[src/rtl/pipe_hazard_ctrl_pkg.sv]
// Shared constants and the atomic-sequencer state type for the pipeline hazard controller.
package pipe_hazard_ctrl_pkg;

  localparam int REG_ADDR_W = 5;
  localparam int HZ_ST_W    = 2;

  typedef enum logic [HZ_ST_W-1:0] {
    HZ_ST_IDLE = 2'd0,
    HZ_ST_REQ  = 2'd1,
    HZ_ST_HOLD = 2'd2
  } hz_state_e;

endpackage

[src/rtl/pipe_hazard_ctrl_cmp.sv]
// Load-use comparator for one decode source port against the execute-stage load.
module hazard_cmp
  import pipe_hazard_ctrl_pkg::*;
(
  input  logic                  ex_valid,
  input  logic                  ex_is_load,
  input  logic                  ex_reg_wr,
  input  logic [REG_ADDR_W-1:0] ex_rd,
  input  logic                  id_valid,
  input  logic                  src_used,
  input  logic [REG_ADDR_W-1:0] src_addr,
  output logic                  hit
);

  // r0 is hardwired to zero, so a load targeting it never creates a dependency.
  assign hit = ex_valid && ex_is_load && ex_reg_wr && (ex_rd != '0) &&
               id_valid && src_used && (src_addr == ex_rd);

endmodule

[src/rtl/pipe_hazard_ctrl.sv]
// Fetch/decode sequencing: load-use stalls, redirect kills, memory back-pressure,
// atomic lock handshake with the shared-memory arbiter, and a saturating stall counter.
module pipe_hazard_ctrl
  import pipe_hazard_ctrl_pkg::*;
#(
  parameter int CNT_W = 16
) (
  input  logic                  clk,
  input  logic                  rst,
  input  logic                  id_valid,
  input  logic [REG_ADDR_W-1:0] id_r1_addr,
  input  logic [REG_ADDR_W-1:0] id_r2_addr,
  input  logic                  id_uses_r1,
  input  logic                  id_uses_r2,
  input  logic                  id_is_atomic,
  input  logic                  ex_valid,
  input  logic                  ex_is_load,
  input  logic                  ex_reg_wr,
  input  logic [REG_ADDR_W-1:0] ex_rd,
  input  logic                  ex_redirect,
  input  logic                  mem_busy,
  input  logic                  mem_atomic_done,
  input  logic                  lock_gnt,
  output logic                  lock_req,
  output logic                  stall_fe,
  output logic                  stall_id,
  output logic                  stall_pipe,
  output logic                  id_kill,
  output logic [CNT_W-1:0]      stall_cnt,
  output logic [HZ_ST_W-1:0]    dbg_state
);

  localparam logic [CNT_W-1:0] CNT_MAX = '1;
  localparam logic [CNT_W-1:0] CNT_ONE = {{(CNT_W-1){1'b0}}, 1'b1};

  hz_state_e        state_q, state_d;
  logic             lock_req_q, lock_req_d;
  logic [CNT_W-1:0] stall_cnt_q, stall_cnt_d;

  logic hit_r1, hit_r2, lu, atomic_in_id;
  logic fe_c, id_c, pipe_c, kill_c;

  hazard_cmp u_cmp_r1 (
    .ex_valid  (ex_valid),
    .ex_is_load(ex_is_load),
    .ex_reg_wr (ex_reg_wr),
    .ex_rd     (ex_rd),
    .id_valid  (id_valid),
    .src_used  (id_uses_r1),
    .src_addr  (id_r1_addr),
    .hit       (hit_r1)
  );

  hazard_cmp u_cmp_r2 (
    .ex_valid  (ex_valid),
    .ex_is_load(ex_is_load),
    .ex_reg_wr (ex_reg_wr),
    .ex_rd     (ex_rd),
    .id_valid  (id_valid),
    .src_used  (id_uses_r2),
    .src_addr  (id_r2_addr),
    .hit       (hit_r2)
  );

  assign lu           = hit_r1 || hit_r2;
  assign atomic_in_id = id_valid && id_is_atomic;

  always_comb begin
    state_d = state_q;
    fe_c    = 1'b0;
    id_c    = 1'b0;
    pipe_c  = 1'b0;
    kill_c  = 1'b0;
    if (mem_busy) begin
      // Whole pipe frozen; a pending grant is simply seen again next cycle.
      fe_c   = 1'b1;
      id_c   = 1'b1;
      pipe_c = 1'b1;
    end else if (ex_redirect) begin
      kill_c = 1'b1;
      if (state_q == HZ_ST_REQ) begin
        state_d = HZ_ST_IDLE;
      end else if (state_q == HZ_ST_HOLD && mem_atomic_done) begin
        state_d = HZ_ST_IDLE;
      end
    end else begin
      case (state_q)
        HZ_ST_IDLE: begin
          if (atomic_in_id && !lu) begin
            state_d = HZ_ST_REQ;
            fe_c    = 1'b1;
            kill_c  = 1'b1;
          end else if (lu) begin
            fe_c   = 1'b1;
            kill_c = 1'b1;
          end
        end
        HZ_ST_REQ: begin
          if (lock_gnt) begin
            state_d = HZ_ST_HOLD;
          end else begin
            fe_c   = 1'b1;
            kill_c = 1'b1;
          end
        end
        HZ_ST_HOLD: begin
          // A younger atomic waits here and is picked up from IDLE next cycle.
          if (mem_atomic_done) begin
            state_d = HZ_ST_IDLE;
          end
          if (atomic_in_id || lu) begin
            fe_c   = 1'b1;
            kill_c = 1'b1;
          end
        end
        default: state_d = HZ_ST_IDLE;
      endcase
    end
    if (rst) begin
      fe_c   = 1'b0;
      id_c   = 1'b0;
      pipe_c = 1'b0;
      kill_c = 1'b1;
    end
  end

  always_comb begin
    lock_req_d  = (state_d != HZ_ST_IDLE);
    stall_cnt_d = stall_cnt_q;
    if (fe_c && stall_cnt_q != CNT_MAX) begin
      stall_cnt_d = stall_cnt_q + CNT_ONE;
    end
  end

  always_ff @(posedge clk or posedge rst) begin
    if (rst) begin
      state_q     <= HZ_ST_IDLE;
      lock_req_q  <= 1'b0;
      stall_cnt_q <= '0;
    end else begin
      state_q     <= state_d;
      lock_req_q  <= lock_req_d;
      stall_cnt_q <= stall_cnt_d;
    end
  end

  assign lock_req   = lock_req_q;
  assign stall_fe   = fe_c;
  assign stall_id   = id_c;
  assign stall_pipe = pipe_c;
  assign id_kill    = kill_c;
  assign stall_cnt  = stall_cnt_q;
  assign dbg_state  = state_q;

endmodule

[config.mk]
export PLATFORM = sky130hd
export DESIGN_NAME = pipe_hazard_ctrl
export DESIGN_NICKNAME = d
export VERILOG_FILES = /design/src/rtl/pipe_hazard_ctrl_pkg.sv /design/src/rtl/pipe_hazard_ctrl_cmp.sv /design/src/rtl/pipe_hazard_ctrl.sv
export SDC_FILE = /design/constraint.sdc
export NUM_CORES = 1
export LEC_CHECK = 0
export ABC_CLOCK_PERIOD_IN_PS = 4970
export CORE_ASPECT_RATIO = 1.25
export CORE_UTILIZATION = 44
export DETAILED_ROUTE_END_ITERATION = 7
export PLACE_DENSITY = 0.92
export RECOVER_POWER = 100
export SLEW_MARGIN = 10
export SYNTH_ARGS = -nofsm -noshare
export SYNTH_HDL_FRONTEND = slang
export SYNTH_SLANG_ARGS = --single-unit
[constraint.sdc]
create_clock -name clk -period 4.97 [get_ports clk]
set_input_delay 0.497 -clock clk [delete_from_list [all_inputs] [get_ports clk]]
set_output_delay 0.497 -clock clk [all_outputs]
set_load 0.1 [all_outputs]
# After elaboration in Yosys (flattened, before gate mapping)
# Cells that the tools add are included.
[totals] register_bits=19 inputBits=28 word_cells=48
[classes] addsub=1 eq_ne=5 n_reduce_logical=18 muxes=21
[op_table] op="$add A16 B1 Y16 const B" n=1
[op_table] op="$ne A16 B16 Y1 const B" n=1
[op_table] op="$mux W2" n=7
[op_table] op="$logic_and A1 B1 Y1" n=12
[op_table] op="$mux W1" n=12
[op_table] op="$eq A5 B5 Y1" n=2
[op_table] op="$pmux W2 S3" n=1
[op_table] op="$reduce_bool A5 Y1" n=1
[op_table] op="$pmux W1 S3" n=1
[op_table] op="$eq A2 B1 Y1 const B" n=1
[op_table] op="$eq A2 B2 Y1 const B" n=1
[op_table] op="$logic_not A2 Y1" n=1
[op_table] op="$logic_or A1 B1 Y1" n=2
[op_table] op="$reduce_bool A2 Y1" n=1
[op_table] op="$logic_not A1 Y1" n=1

# Longest topological paths before layout
[depth] word_depth=15 depth_mapped=8 mapped_depth_nobuf=7

# Hierarchy
# Synthesis repeated with hierarchy kept, for this count alone.
[unflattened] cells_unflattened=118 hier_area_um2=1248.7
[modules_own_cells] mod="pipe_hazard_ctrl" area_per_inst_um2=1081.0 instances=1 cells_per_inst=96
[modules_own_cells] mod="hazard_cmp" area_per_inst_um2=83.8 instances=2 cells_per_inst=11

# Least setup slack after synthesis
# Ideal clock, no wire load.
[synth_path] path_kind="input to output" start="input port rst" end="output port id_kill" required_ps=4473 arrival_time_ps=2935 n_path_buf=0 stages=2 setup_slack_ps=1538 cell_sequence="nor2b_1 nor2_1"
[synth_via] elab_chain_len=1
[synth_lines] element="from (decl)" line="pipe_hazard_ctrl.sv:9" rtl="input logic rst,"
[synth_lines] element="$mux W1" line="pipe_hazard_ctrl.sv:119" rtl="if (rst) begin"
[synth_lines] element="to (decl)" line="pipe_hazard_ctrl.sv:28" rtl="output logic id_kill,"
# No other way between the ends.

# Final worst setup path
[layout_path] start="input port ex_rd[4]" end="output port id_kill"
[layout_via] elab_chain_len=13
[layout_lines] element="from (decl)" line="pipe_hazard_ctrl.sv:19" rtl="input logic [REG_ADDR_W-1:0] ex_rd,"
[layout_lines] element="$reduce_bool A5 Y1" line="pipe_hazard_ctrl_cmp.sv:16" rtl="assign hit = ex_valid && ex_is_load && ex_reg_wr && (ex_rd != '0) &&"
[layout_lines] element="$logic_and A1 B1 Y1 (2 in series)" line="pipe_hazard_ctrl_cmp.sv:16"
[layout_lines] element="$logic_and A1 B1 Y1 (2 in series)" line="pipe_hazard_ctrl_cmp.sv:17" rtl="id_valid && src_used && (src_addr == ex_rd);"
[layout_lines] element="$logic_or A1 B1 Y1 (*)" line="pipe_hazard_ctrl.sv:65" rtl="assign lu = hit_r1 || hit_r2;"
[layout_lines] element="$logic_not A1 Y1" line="pipe_hazard_ctrl.sv:89" rtl="if (atomic_in_id && !lu) begin"
[layout_lines] element="$logic_and A1 B1 Y1" line="pipe_hazard_ctrl.sv:89"
[layout_lines] element="$mux W1" line="pipe_hazard_ctrl.sv:89"
[layout_lines] element="$pmux W1 S3 (*)" line="pipe_hazard_ctrl.sv:87" rtl="case (state_q)"
[layout_lines] element="$mux W1 (*)" line="pipe_hazard_ctrl.sv:79" rtl="end else if (ex_redirect) begin"
[layout_lines] element="$mux W1 (*)" line="pipe_hazard_ctrl.sv:74" rtl="if (mem_busy) begin"
[layout_lines] element="$mux W1 (*)" line="pipe_hazard_ctrl.sv:119"
# Mark *: on every way between the ends. The rest lies on a longest branch, timed or not.

==> impl_results.md <==
* Status: complete, no violations
* Mapped Cells at approximately 120
* Die area at roughly 2700 sq um
* Largest net degree at the start of global routing at 20
* Asr flop ratio synth at 1.00
* Pleak at ~0.7 nW
* Antenna cells at 0
* PortBufs at 50
* Cell Area, Synth at ~1100 sq um
* Synth unique cells at 29
* Vias in the first global route at 1066
* Die Height at 58.2 microns
* Initial Util at 0.463
* WL/cell at around 13 microns
* H-Tree Depth at 1
* Fin crit share at 0.727
* First-pass GRT wire length at approximately 4100 microns
* Setup TNS at 0 ns
* Num CTS Buffers at 3
* Core area at between 2000 and 2500 sq um
* Post-Place Cells at 198
* Slew headroom at 0.255
* Initial antenna violation count at 0
* Crit Path Max Fanout at 3
* CTS resizes at 0
* Final nets at approximately 200
* Primary FF master, synth: dfrtp_1
* Worst-margin pin slew at around 1.1 ns
* Worst Path Arrival at between 3 and 4 ns
* Fraction of layout cells with a size suffix above 1 at 0.0473
* TritonCTS Sinks at 19
* Fin. Hold Viols at 0
* Fin Clk Skew at just over 0.004 ns
* Req. time, crit path at approximately 4.5 ns
* Power Density at between 400 and 500 nW/um^2
* Clk buf depth at 2
* CTS tree: done
* Synth Area per Inst at between 9 and 10 sq um
* Worst vdd ir at 0.342 mV
* Pins Over Slew Limit at 0
* Setup CP Type: input pin to primary output
* Final min period at 3.61 ns
* Total grt overflow at 0
* Register area share after synthesis at 0.428
* Worst-Skew Late Latency at approximately 0.29 ns
* # IOs at 51
* Max incr delay on CP at between 1 and 1.5 ns
* Core Rows at 20
* Fillcell total at 202
* DP HPWL at about 2200 microns
* RSZ-0062 raised after global routing: false
* Critical Path Slowest Stage Cell: dlygate4sd3_1
* MaxCap Viol Count at 0
* Total power draw at around 0.8 mW
* Drt first pass iters at 3
* # hold bufs at CTS at 0
* # setup viols final at 0
* Fin cells at 202
* FMAX at 0.277 GHz
* Clock root buffer: clkbuf_4
* Drt total wl at about 2600 microns
* Via count of the routed design at roughly 1.0k
* Final instance area at between 1500 and 2000 sq um
* Post-synth EDFFs at 0
* Setup Fix Bufs, Post-CTS at 0
* #FFs+latches synth at 19
* Antenna Violating Nets Remaining at 0
* 1st-iter DRT viols at 6
* Synth warnings at 0
* Crit path launch type: input pin
* Post-synthesis net count at 146
* Die Wd at between 40 and 50 microns
* Synthesis-to-layout area growth at 47.4%
* Clock slew at reported path FFs at around 0.1 ns
* # DRC at 0
* Worst Setup End Kind: primary output
* Gr usage total at 0.210
* Worst min path class: register to register
* Placed cell areas at about 1600 sq um
* Vias per inst at 5.18
* CP Cell Sequence: dlygate4sd3_1 -> xnor2_1 -> nand4_1 -> o22ai_1 -> nand2_1 -> nor2_1 -> nor3b_1 -> nor2_1 -> dlygate4sd3_1
* Routability congestion estimate from global placement at about 0.85
==> power breakdown <==
part           internal, mW  switching, mW
Sequential            0.193         0.0442
Clock                0.0312         0.0449
Combinational         0.118          0.380
==> cell usage in the layout (no fill, tap or decap), types with 2 or more instances in the layout <==
cell and n:
dfrtp_1 19, clkdlybuf4s50_1 24, clkbuf_4 3, o21ai_0 2, nor2_1 10, a21oi_1 2
nand4_1 5, nand2_1 8, dlygate4sd3_1 26, nor3b_1 2, xnor2_1 14, inv_1 8
nor4_1 3, or2_2 3, o21bai_1 2, xor2_1 10, a31oi_1 2, nand3_1 6
nor3_1 9
==> cells in the mapped netlist (2+ instances only) <==
cell	instances	share of area
nor4_1	3	0.017
nor3_1	9	0.041
a21oi_1	2	0.0090
nand3_1	6	0.027
a31oi_1	2	0.011
nand4_1	5	0.028
xor2_1	10	0.079
o21ai_0	2	0.0090
dfrtp_1	19	0.43
xnor2_1	14	0.11
nand2_1	8	0.027
or2_2	3	0.017
nor2_1	10	0.034
nor3b_1	2	0.014
inv_1	8	0.027
==> registers in the layout, summed over array words and instances, names as in the netlist <==
signal	cells
stall_cnt	16
lock_req	1
dbg_state	2
==> critical path, delay by kind of cell <==
family	cells	cell delay, ns
compound gates	1	0.21
xor+xnor	1	0.19
buf+inv	2	1.80
simple gates	5	0.41
==> layout make-up <==
class | instances | area, sq um | share of cell area
multi-input combinational | 88 | 564 | 0.345
timing repair buffer | 50 | 500 | 0.306
sequential | 19 | 475 | 0.290
tap | 33 | 41.3 | 0.0252
inverter | 8 | 30.0 | 0.0183
clock buffer | 4 | 26.3 | 0.0160
==> layer usage <==
metal	routed length (microns)	global-route usage	vias up
met5	0	0	-
met4	89	0.114	0
met3	157	0.0343	9
met2	1380	0.395	48
met1	936	0.201	484
li1	-	-	505
==> through the flow <==
stage               hold WS, ns  worst slack, ns   util
floorplan                 0.448             1.54      -
global placement          0.478             1.57  0.680
detailed placement        0.487             1.50  0.680
CTS                       0.501             1.49  0.691
global route              0.519             1.20  0.682
finish                    0.491             1.36  0.682
==> kinds of logic after synthesis <==
logic type	share of synthesized area
AOI/OAI and AO/OA	0.0800
adders and majority gates	0.0113
and+or+nand+nor	0.234
buffers and inverters	0.0439
muxes	0.0135
xor gates and xnor gates	0.189
DFF	0.428
==> final timing paths <==
path	startpoint	to	slack, ns	cells past startpoint
max in group asynchronous	rst	stall_cnt[4]$_DFFE_PP0P_	3.75	2
worst max-delay path	ex_rd[4]	id_kill	1.36	9
worst min-delay path	stall_cnt[5]$_DFFE_PP0P_	stall_cnt[5]$_DFFE_PP0P_	0.49	1
worst min register to register	stall_cnt[5]$_DFFE_PP0P_	stall_cnt[5]$_DFFE_PP0P_	0.49	1
min in group asynchronous	rst	stall_cnt[14]$_DFFE_PP0P_	0.78	2
worst max register to register	stall_cnt[0]$_DFFE_PP0P_	stall_cnt[1]$_DFFE_PP0P_	2.15	6
No activity file was read; power rests on OpenSTA's default activity.
